[src/rtl/store_buffer_pkg.sv]
// store_buffer_pkg: shared widths, default depth and buffer entry type for the store buffer.
package store_buffer_pkg;
  localparam int SB_ADDR_W = 32;
  localparam int SB_DATA_W = 32;
  localparam int SB_DEPTH_DEF = 4;
  typedef struct packed {
    logic valid;
    logic [SB_ADDR_W-1:0] addr;
    logic [SB_DATA_W-1:0] data;
  } sb_entry_t;
  function automatic int sb_ptr_w(input int depth);
    return (depth <= 1) ? 1 : $clog2(depth);
  endfunction
endpackage

[src/rtl/store_buffer_match.sv]
// store_buffer_match: DEPTH-way address compare, youngest valid matching entry wins.
module store_buffer_match
  import store_buffer_pkg::*;
#(
  parameter int ADDR_W = SB_ADDR_W,
  parameter int DATA_W = SB_DATA_W,
  parameter int DEPTH = SB_DEPTH_DEF,
  parameter int PTR_W = sb_ptr_w(DEPTH)
) (
  input  logic [ADDR_W-1:0] addr [DEPTH],
  input  logic [DATA_W-1:0] data [DEPTH],
  input  logic [DEPTH-1:0]  valid,
  input  logic [PTR_W-1:0]  tail,
  input  logic [ADDR_W-1:0] AddrM,
  output logic              hit,
  output logic [DATA_W-1:0] hit_data
);
  logic [PTR_W-1:0] idx;
  // Walk oldest to youngest so the last match (closest to tail-1) is kept.
  always_comb begin
    hit = 1'b0;
    hit_data = '0;
    idx = '0;
    for (int i = DEPTH; i >= 1; i--) begin
      idx = tail - PTR_W'(i);
      if (valid[idx] && addr[idx] == AddrM) begin
        hit = 1'b1;
        hit_data = data[idx];
      end
    end
  end
endmodule

[src/rtl/store_buffer.sv]
// store_buffer: circular store FIFO between MEM and data memory with load forwarding.
// Optional STORE_BUF_COALESCE_EN merges a store into the youngest entry on address match.
module store_buffer
  import store_buffer_pkg::*;
#(
  parameter int ADDR_W = SB_ADDR_W,
  parameter int DATA_W = SB_DATA_W,
  parameter int DEPTH = SB_DEPTH_DEF,
  localparam int PTR_W = $clog2(DEPTH)
) (
  input  logic              clk,
  input  logic              rst,
  input  logic              StoreM,
  input  logic              LoadM,
  input  logic [ADDR_W-1:0] AddrM,
  input  logic [DATA_W-1:0] DataM,
  output logic              FwdHitM,
  output logic [DATA_W-1:0] FwdDataM,
  output logic              StallSB,
  output logic              MemWE,
  output logic [ADDR_W-1:0] MemWA,
  output logic [DATA_W-1:0] MemWD,
  input  logic              MemReady,
  output logic              Empty,
  output logic [PTR_W:0]    Count
);
  logic [ADDR_W-1:0] addr_q [DEPTH];
  logic [DATA_W-1:0] data_q [DEPTH];
  logic [DEPTH-1:0]  valid_q;
  logic [PTR_W-1:0]  head, tail;
  logic              full, pop, push, coalesce, hit;
  logic [DATA_W-1:0] hit_data;

  assign full = Count == (PTR_W+1)'(DEPTH);
  assign Empty = Count == '0;
  assign MemWE = ~Empty & ~LoadM;
  assign MemWA = addr_q[head];
  assign MemWD = data_q[head];
  assign pop = MemWE & MemReady;
`ifdef STORE_BUF_COALESCE_EN
  logic [PTR_W-1:0] youngest;
  assign youngest = tail - 1'b1;
  // A single remaining entry being drained this cycle cannot absorb the store.
  assign coalesce = StoreM & valid_q[youngest] & (addr_q[youngest] == AddrM) & ~(pop & (head == youngest));
`else
  assign coalesce = 1'b0;
`endif
  assign StallSB = StoreM & full & ~pop & ~coalesce;
  assign push = StoreM & ~StallSB & ~coalesce;
  assign FwdHitM = LoadM & ~StoreM & hit;
  assign FwdDataM = FwdHitM ? hit_data : '0;

  store_buffer_match #(.ADDR_W(ADDR_W), .DATA_W(DATA_W), .DEPTH(DEPTH), .PTR_W(PTR_W)) u_match (
    .addr(addr_q), .data(data_q), .valid(valid_q), .tail(tail), .AddrM(AddrM),
    .hit(hit), .hit_data(hit_data)
  );

  always_ff @(posedge clk or posedge rst) begin
    if (rst) begin
      head <= '0;
      tail <= '0;
      Count <= '0;
      valid_q <= '0;
      for (int k = 0; k < DEPTH; k++) begin
        addr_q[k] <= '0;
        data_q[k] <= '0;
      end
    end else begin
      if (pop) begin
        valid_q[head] <= 1'b0;
        head <= head + 1'b1;
      end
      // Push after pop so a full push+pop reuses the slot being freed.
      if (push) begin
        valid_q[tail] <= 1'b1;
        addr_q[tail] <= AddrM;
        data_q[tail] <= DataM;
        tail <= tail + 1'b1;
      end
`ifdef STORE_BUF_COALESCE_EN
      if (coalesce) data_q[youngest] <= DataM;
`endif
      Count <= (push && !pop) ? Count + 1'b1 : (pop && !push) ? Count - 1'b1 : Count;
    end
  end
endmodule

[config.mk]
export PLATFORM = sky130hd
export DESIGN_NAME = store_buffer
export DESIGN_NICKNAME = d
export VERILOG_FILES = /design/src/rtl/store_buffer_pkg.sv /design/src/rtl/store_buffer_match.sv /design/src/rtl/store_buffer.sv
export SDC_FILE = /design/constraint.sdc
export NUM_CORES = 1
export LEC_CHECK = 0
export ABC_AREA = 1
export CORE_MARGIN = 4
export CORE_UTILIZATION = 45
export DETAILED_ROUTE_END_ITERATION = 7
export DONT_BUFFER_PORTS = 1
export PLACE_DENSITY_LB_ADDON = 0.05
export SETUP_SLACK_MARGIN = 0.5
export SLEW_MARGIN = 20
export SYNTH_ARGS = -nofsm -noshare
export SYNTH_HDL_FRONTEND = slang
export SYNTH_SLANG_ARGS = --single-unit
export TNS_END_PERCENT = 10
[constraint.sdc]
create_clock -name clk -period 11.7 [get_ports clk]
set_input_delay 1.755 -clock clk [delete_from_list [all_inputs] [get_ports clk]]
set_output_delay 1.755 -clock clk [all_outputs]
set_load 0.02 [all_outputs]
==> results by group, run 1 <==
Worst setup path
  – CP Max Fanout: 99
  – RR Startpoint: Count[0]
  – Crit path capture: FwdDataM[28]
  – Worst Setup End Kind: output pin
  – CP bufs+invs: 3
  – Arr. time, crit path: approximately 7 ns
  – Worst EP required: roughly 10 ns
  – Crit path kind: flip-flop to output pin
  – Worst reg2reg path endpoint: data_q[2]
  – Cell mode on critical path: nand2_1
  – Stages on the worst setup path: 17
  – Crit path launch: tail[0]
  – Largest stage delay, worst path: about 0.84 ns
  – Critical-path cell list: inv_6 -> buf_4 -> buf_4 -> nand2_1 -> nand3_1 -> nand2_1 -> nand2_1 -> nand2_1 -> nor2_1 -> nand2_1 -> nor2_1 -> nand3_1 -> nor2_4 -> nor2_1 -> nand2_2 -> nand3_1 -> nor2_1
  – Crit start category: flip-flop
  – Worst reg2reg setup slack: slightly above 8 ns
  – CP max stage cell: buf_4
  – Reg2Reg Depth: 12
  – Family with the most delay on the worst path: simple AND/OR/NAND/NOR gates

Synth
  – Main combinational cell family by area after synthesis: simple AND/OR/NAND/NOR gates
  – Compound-Gate Fraction of Synth Area: 0.214
  – Synth Area in XOR/XNOR: 0.0113
  – Most common cell in the synthesized netlist: nand2_1
  – Yosys cell types: 29
  – Mux cell area share after synthesis: 0.000540
  – Yosys top cell area share: 0.320
  – Syn Inst Count: 3469
  – Synth Area in Simple Gates: 0.354
  – Ys Warns: 0
  – Seq/Total Area, Yosys: 0.320
  – Synth area leader: dfrtp_1
  – Synth cell count leaders: 1269 x nand2_1, 641 x o21ai_0, 373 x nand3_1
  – Synth Flop Type: dfrtp_1
  – EDFF count, synth: 0
  – Post-synth ARST share: 1.00
  – Number of synthesized register bits: ~270
  – Post-synthesis adder-cell area fraction: 0.00636
  – Synth area leaders: dfrtp_1 32%, nand2_1 23%, o21ai_0 15%
  – Cell Area, Synth: around 0.021 sq mm
  – Synth Net Count: roughly 3500
  – Mean Syn Cell Area: about 6.0 sq um

Layout
  – Reg area: 0.00669 sq mm
  – Area Overhead vs Synth: 5.25%
  – Design area: between 0.02 and 0.025 sq mm
  – Share of layout cells above drive strength 1: 0.0324
  – N_diodes: 0
  – Fillcell total: 4761
  – Multi-input logic area: between 0.01 and 0.015 sq mm
  – NumNets Final: around 3400

Power
  – Switching Fraction: 0.563
  – Register share of total power: 0.242
  – Logic gate share of total power: 0.610
  – Worst vdd rail ir drop: ~230 uV
  – Internal: around 3400 uW
  – Leakage power: approximately 0.010 uW
  – Sw power: roughly 4400 uW
  – Clk network pwr share: 0.147
  – Pwr dens: between 300 and 400 mW/mm^2

Place
  – DP Area: around 0.021 sq mm
  – Dpl ws: roughly 3.8 ns
  – HPWL Detailed: a little over 50000 microns
  – Gpl congestion: between 0.9 and 1
  – Port buffer count: 0

Timing
  – Highest clock rate: between 100 and 150 MHz
  – Clk_skew: roughly 0.019 ns
  – Final setup margin: just over 3 ns
  – Setup repair after global routing missed its margin: no
  – Final Hold Vio Count: 0
  – Setup TNS: 0 ns
  – Min Tclk post-route: slightly below 9 ns
  – Worst-margin pin slew: between 1 and 1.5 ns
  – Fin. max-slew vios: 0
  – Tcrit/Tclk final: 0.741
  – Fin Hold WS: 0.483 ns
  – Final Setup Violations: 0
  – Slew headroom: 0.210

Route
  – Number of nets still failing antenna checks after routing: 0
  – DR DRC count: 0
  – WL/cell: ~20 microns
  – 1st-iter DRT viols: 2400
  – Via density per instance: slightly below 6
  – Routed via count: about 23000
  – Total iterations of the first detailed-routing run: 6
  – Final WL: ~80000 microns

Flow run
  – Max-capacitance violation count: 0

CTS
  – Max clock buf depth: 3
  – Post-CTS Resized: 0
  – Skew-Pair Late Insertion Delay: around 0.55 ns
  – Sink Count: 267
  – # hold bufs at CTS: 0
  – CTS tree: done
  – Worst-path clk slew: 0.05 ns
  – H-tree level count: 2
  – Clk root buf: clkbuf_16
  – Post-CTS Setup Bufs: 0
  – Number of CTS-inserted buffers: 34

Die
  – Core area: 0.0456 sq mm
  – Num ports: roughly 170
  – Die H: 223 microns
  – Die X: 223 microns
  – Die ar.: roughly 0.05 sq mm
  – # rows: roughly 80
  – Initial Utilization: 0.458

Global routing
  – First-pass GRT wire length: around 120000 microns
  – Largest net degree at the start of global routing: 161
  – Total track usage: 0.302
  – Vias in the first global route: ~21000
  – Initial antenna violation count: 0
  – Overflow left after global routing: 0

Min path
  – Worst hold-check path type: flip-flop to flip-flop

Status
  – Status: complete, no violations
==> worst reg2reg max path, stage by stage (launching register included) <==
cell and delay, ns:
dfrtp_1 0.51, nor2_1 0.18, nand2_1 0.07, inv_1 0.18, nor2_2 0.16, nand2_1 0.21, nand4_1 0.10, inv_1 0.21
nor2_2 0.05, buf_4 0.21, nand2_4 0.44, buf_4 0.84, o21ai_0 0.25
==> logic make-up (layout without fill, tap and decap cells) <==
group | count (synthesis) | in the layout
AOI/OAI and AO/OA | 878 | 878
xor gates and xnor gates | 27 | 27
adders and majority gates | 10 | 10
buffers and inverters | 462 | 295
DFF | 267 | 267
muxes | 1 | 1
and+or+nand+nor | 1824 | 1824
==> metrics by stage <==
| stage | cells | power [uW] | util |
|---|---|---|---|
| floorplan | 3469 | 5390 | - |
| global placement | 3845 | 6560 | 0.455 |
| detailed placement | 3845 | 6640 | 0.455 |
| CTS | 3902 | 7830 | 0.481 |
| global route | 3902 | 8600 | 0.482 |
| finish | 3902 | 7870 | 0.482 |
==> registers in the layout, summed over array words and instances, names as in the netlist <==
name     flops
tail         2
data_q     128
addr_q     128
head         2
valid_q      4
Count        3
==> cell type report <==
cell class,count,area share
Clock buffer,43,0.0431
Clock inverter,14,0.0117
Inverter,217,0.0381
Multi-Input combinational cell,2740,0.560
Sequential cell,267,0.305
Tap cell,600,0.0342
Timing Repair Buffer,21,0.00792
==> worst min-delay path by stage <==
stage | slack, ns | cells past startpoint | end | from
after detailed placement | 0.47 | 2 | valid_q[1] | valid_q[1]
after floorplan | 0.45 | 2 | valid_q[1] | valid_q[1]
final | 0.48 | 2 | data_q[94] | data_q[94]
after global placement | 0.47 | 2 | valid_q[1] | valid_q[1]
after global routing | 0.50 | 2 | data_q[88] | data_q[88]
after CTS | 0.48 | 2 | valid_q[1] | valid_q[1]
==> metal layers <==
layer | share of wire | track usage
met1 | 0.44 | 0.421
met2 | 0.45 | 0.484
met3 | 0.079 | 0.0516
met4 | 0.028 | 0.0901
met5 | 0 | 0
==> power by group through the flow <==
stage               clock network (uW)  logic, uW  registers (uW)
global route                      1220       5410            1970
detailed placement                   0       4740            1900
CTS                               1180       4760            1890
finish                            1160       4800            1910
floorplan                            0       3730            1660
global placement                     0       4660            1890
==> cells in the final DEF (no fill, tap or decap), types with 2 or more instances in the layout <==
cell and count:
nand2_1 1265, clkbuf_16 35, nand2_4 2, inv_4 3
nand4_1 2, o211ai_1 14, clkinvlp_4 2, buf_4 19
clkinv_2 4, a21oi_1 175, ha_1 8, dfrtp_1 264
nor2_1 161, nand3_1 373, nor2_4 3, inv_1 208
inv_6 2, xor2_1 26, o21ai_1 18, o22ai_1 29
bufinv_16 7, o21ai_0 641, or2_2 5, clkbuf_1 4
or2_1 3, inv_2 3, nand2_8 2, clkbuf_8 4
dfrtp_4 3, nor2_2 6
(Power assumes the default switching activity.)
==> run 2: changes to the inputs <==
==> constraint.sdc (replaced) <==
create_clock -name clk -period 8.9 [get_ports clk]
set_input_delay 1.335 -clock clk [delete_from_list [all_inputs] [get_ports clk]]
set_output_delay 1.335 -clock clk [all_outputs]
set_load 0.02 [all_outputs]
==> results by group, run 2 (synthesized netlist as in run 1, its figures left out) <==
CTS
  – Worst-path clk slew: 0.06 ns (was 0.05 ns)
  – Number of CTS-inserted buffers: 35 (was 34)
  – Max clock buf depth: 3 (unchanged)
  – H-tree level count: 2 (unchanged)
  – Sink Count: 267 (unchanged)
  – Clk root buf: clkbuf_16 (unchanged)
  – # hold bufs at CTS: 0 (unchanged)
  – Skew-Pair Late Insertion Delay: 0.55 ns (about the same)
  – Post-CTS Resized: 0 (unchanged)
  – CTS tree: done (unchanged)
  – Post-CTS Setup Bufs: 0 (unchanged)

Status
  – Status: complete, no violations (unchanged)

Route
  – Final WL: 78100 microns (was 78000 microns)
  – Total iterations of the first detailed-routing run: 7 (was 6)
  – WL/cell: 20.0 microns (about the same)
  – Routed via count: 22900 (about the same)
  – Number of nets still failing antenna checks after routing: 0 (unchanged)
  – 1st-iter DRT viols: 2430 (was 2400)
  – Via density per instance: 5.86 (about the same)
  – DR DRC count: 0 (unchanged)

Die
  – Num ports: 172 (unchanged)
  – Die H: 223 microns (unchanged)
  – Die ar.: 0.0498 sq mm (unchanged)
  – Core area: 0.0456 sq mm (unchanged)
  – Die X: 223 microns (unchanged)
  – # rows: 78 (unchanged)
  – Initial Utilization: 0.458 (unchanged)

Worst setup path
  – Cell mode on critical path: nand3_1 (was nand2_1)
  – Worst EP required: 7.57 ns (was 9.95 ns)
  – Critical-path cell list: inv_4 -> ha_4 -> buf_4 -> nand3_1 -> nand3_1 -> o21ai_0 -> nor2_1 -> nand2_1 -> nor2_1 -> nand3_1 -> nor2_4 -> buf_4 -> nor2_2 -> nand2_2 -> nand3_1 -> nor2_1 (was inv_6 -> buf_4 -> buf_4 -> nand2_1 -> nand3_1 -> nand2_1 -> nand2_1 -> nand2_1 -> nor2_1 -> nand2_1 -> nor2_1 -> nand3_1 -> nor2_4 -> nor2_1 -> nand2_2 -> nand3_1 -> nor2_1)
  – Crit path kind: flip-flop to output pin (unchanged)
  – Worst Setup End Kind: output pin (unchanged)
  – CP max stage cell: dfrtp_4 (was buf_4)
  – Arr. time, crit path: 6.29 ns (was 6.92 ns)
  – CP Max Fanout: 80 (was 99)
  – Largest stage delay, worst path: 0.83 ns (was 0.84 ns)
  – Crit start category: flip-flop (unchanged)

Timing
  – Final Setup Violations: 0 (unchanged)
  – Min Tclk post-route: about 7.6 ns
  – Fin Hold WS: 0.484 ns (was 0.483 ns)
  – Setup repair after global routing missed its margin: no (unchanged)
  – Tcrit/Tclk final: 0.857
  – Final Hold Vio Count: 0 (unchanged)
  – Clk_skew: 0.0126 ns (was 0.0191 ns)
  – Worst-margin pin slew: 1.04 ns (was 1.17 ns)
  – Fin. max-slew vios: 0 (unchanged)
  – Final setup margin: 1.27 ns (was 3.03 ns)
  – Setup TNS: 0 ns (unchanged)
  – Slew headroom: 0.307 (was 0.210)
  – Highest clock rate: between 100 and 150 MHz

Power
  – Leakage power: 0.0104 uW (about the same)
  – Pwr dens: 467 mW/mm^2 (was 359 mW/mm^2)
  – Worst vdd rail ir drop: 329 uV (was 231 uV)

Layout
  – Commonest non-fill, non-tap cell in the layout: nand2_1 (unchanged)
  – Design area: 0.0219 sq mm (about the same)
  – Commonest cells after routing, fill and taps aside: 1265 x nand2_1, 641 x o21ai_0, 373 x nand3_1 (unchanged)
  – Top flop regs: addr_q (128), data_q (128), valid_q (4) (unchanged)
  – Core Util, Final: 0.481 (was 0.482)
  – Share of layout cells above drive strength 1: 0.0336 (was 0.0324)
  – NumNets Final: 3366 (was 3360)
  – Area Overhead vs Synth: 5.06% (was 5.25%)

Place
  – DP Area: 0.0208 sq mm (was 0.0207 sq mm)
  – Dpl ws: 1.97 ns (was 3.77 ns)
  – Port buffer count: 0 (unchanged)
  – HPWL Detailed: 50500 microns (was 51400 microns)
  – Gpl congestion: 0.962 (was 0.951)

Flow run
  – Max-capacitance violation count: 0 (unchanged)

Min path
  – Worst hold-check path type: flip-flop to flip-flop (unchanged)

Global routing
  – Initial antenna violation count: 1 (was 0)
  – First-pass GRT wire length: 122000 microns (was 121000 microns)
  – Largest net degree at the start of global routing: 172 (was 161)
  – Vias in the first global route: 21300 (was 21200)
  – Total track usage: 0.306 (was 0.302)
  – Overflow left after global routing: 0 (unchanged)
run 2: worst max-delay path, delay by kind of cell, from the launching register on:
kind	cells	cell delay, ns
buffers and inverters	3	1.65
and+or+nand+nor	11	2.17
AOI/OAI and AO/OA	1	0.08
adders and majority gates	1	0.83
DFF	1	0.83
run 2: path summary, 6_finish.rpt:
kind | startpoint | end | slack (ns) | cells past startpoint
setup / recovery | tail[1] | FwdDataM[26] | 1.27 | 16
hold / removal | data_q[80] | data_q[80] | 0.48 | 2
setup reg to reg | Count[0] | addr_q[80] | 5.33 | 12
hold reg to reg | data_q[80] | data_q[80] | 0.48 | 2
max in group asynchronous | rst | tail[0] | 6.52 | 3
min in group asynchronous | rst | addr_q[7] | 0.89 | 2
run 2: power breakdown:
group	internal (uW)	switching (uW)	total, uW
Sequential	1780	654	2440
Clock	848	564	1410
Combinational	1800	4580	6380
run 2: metrics by stage:
stage               cells  total power [uW]
detailed placement   3850              8730
CTS                  3908             10200
global placement     3850              8620
floorplan            3469              7080
global route         3909             11200
finish               3909             10200
run 2: routing by layer:
metal / part of all wire / global-route usage / vias to the layer above / routed length [microns]
li1: - / - / 11000 / -
met1: 0.44 / 0.429 / 10800 / 34200
met2: 0.44 / 0.477 / 988 / 34500
met3: 0.090 / 0.0612 / 135 / 7060
met4: 0.029 / 0.0992 / 0 / 2240
met5: 0 / 0 / - / 0
run 2: area by class of cell:
cell class,instances,area (sq um)
diodes,1,2.50
clock buffers,51,1060
clock inverters,7,65.1
fillers,4814,23700
inverters,217,832
multi-input cells,2740,12300
flip-flops and latches,267,6690
well taps,600,751
repair buffers,26,208
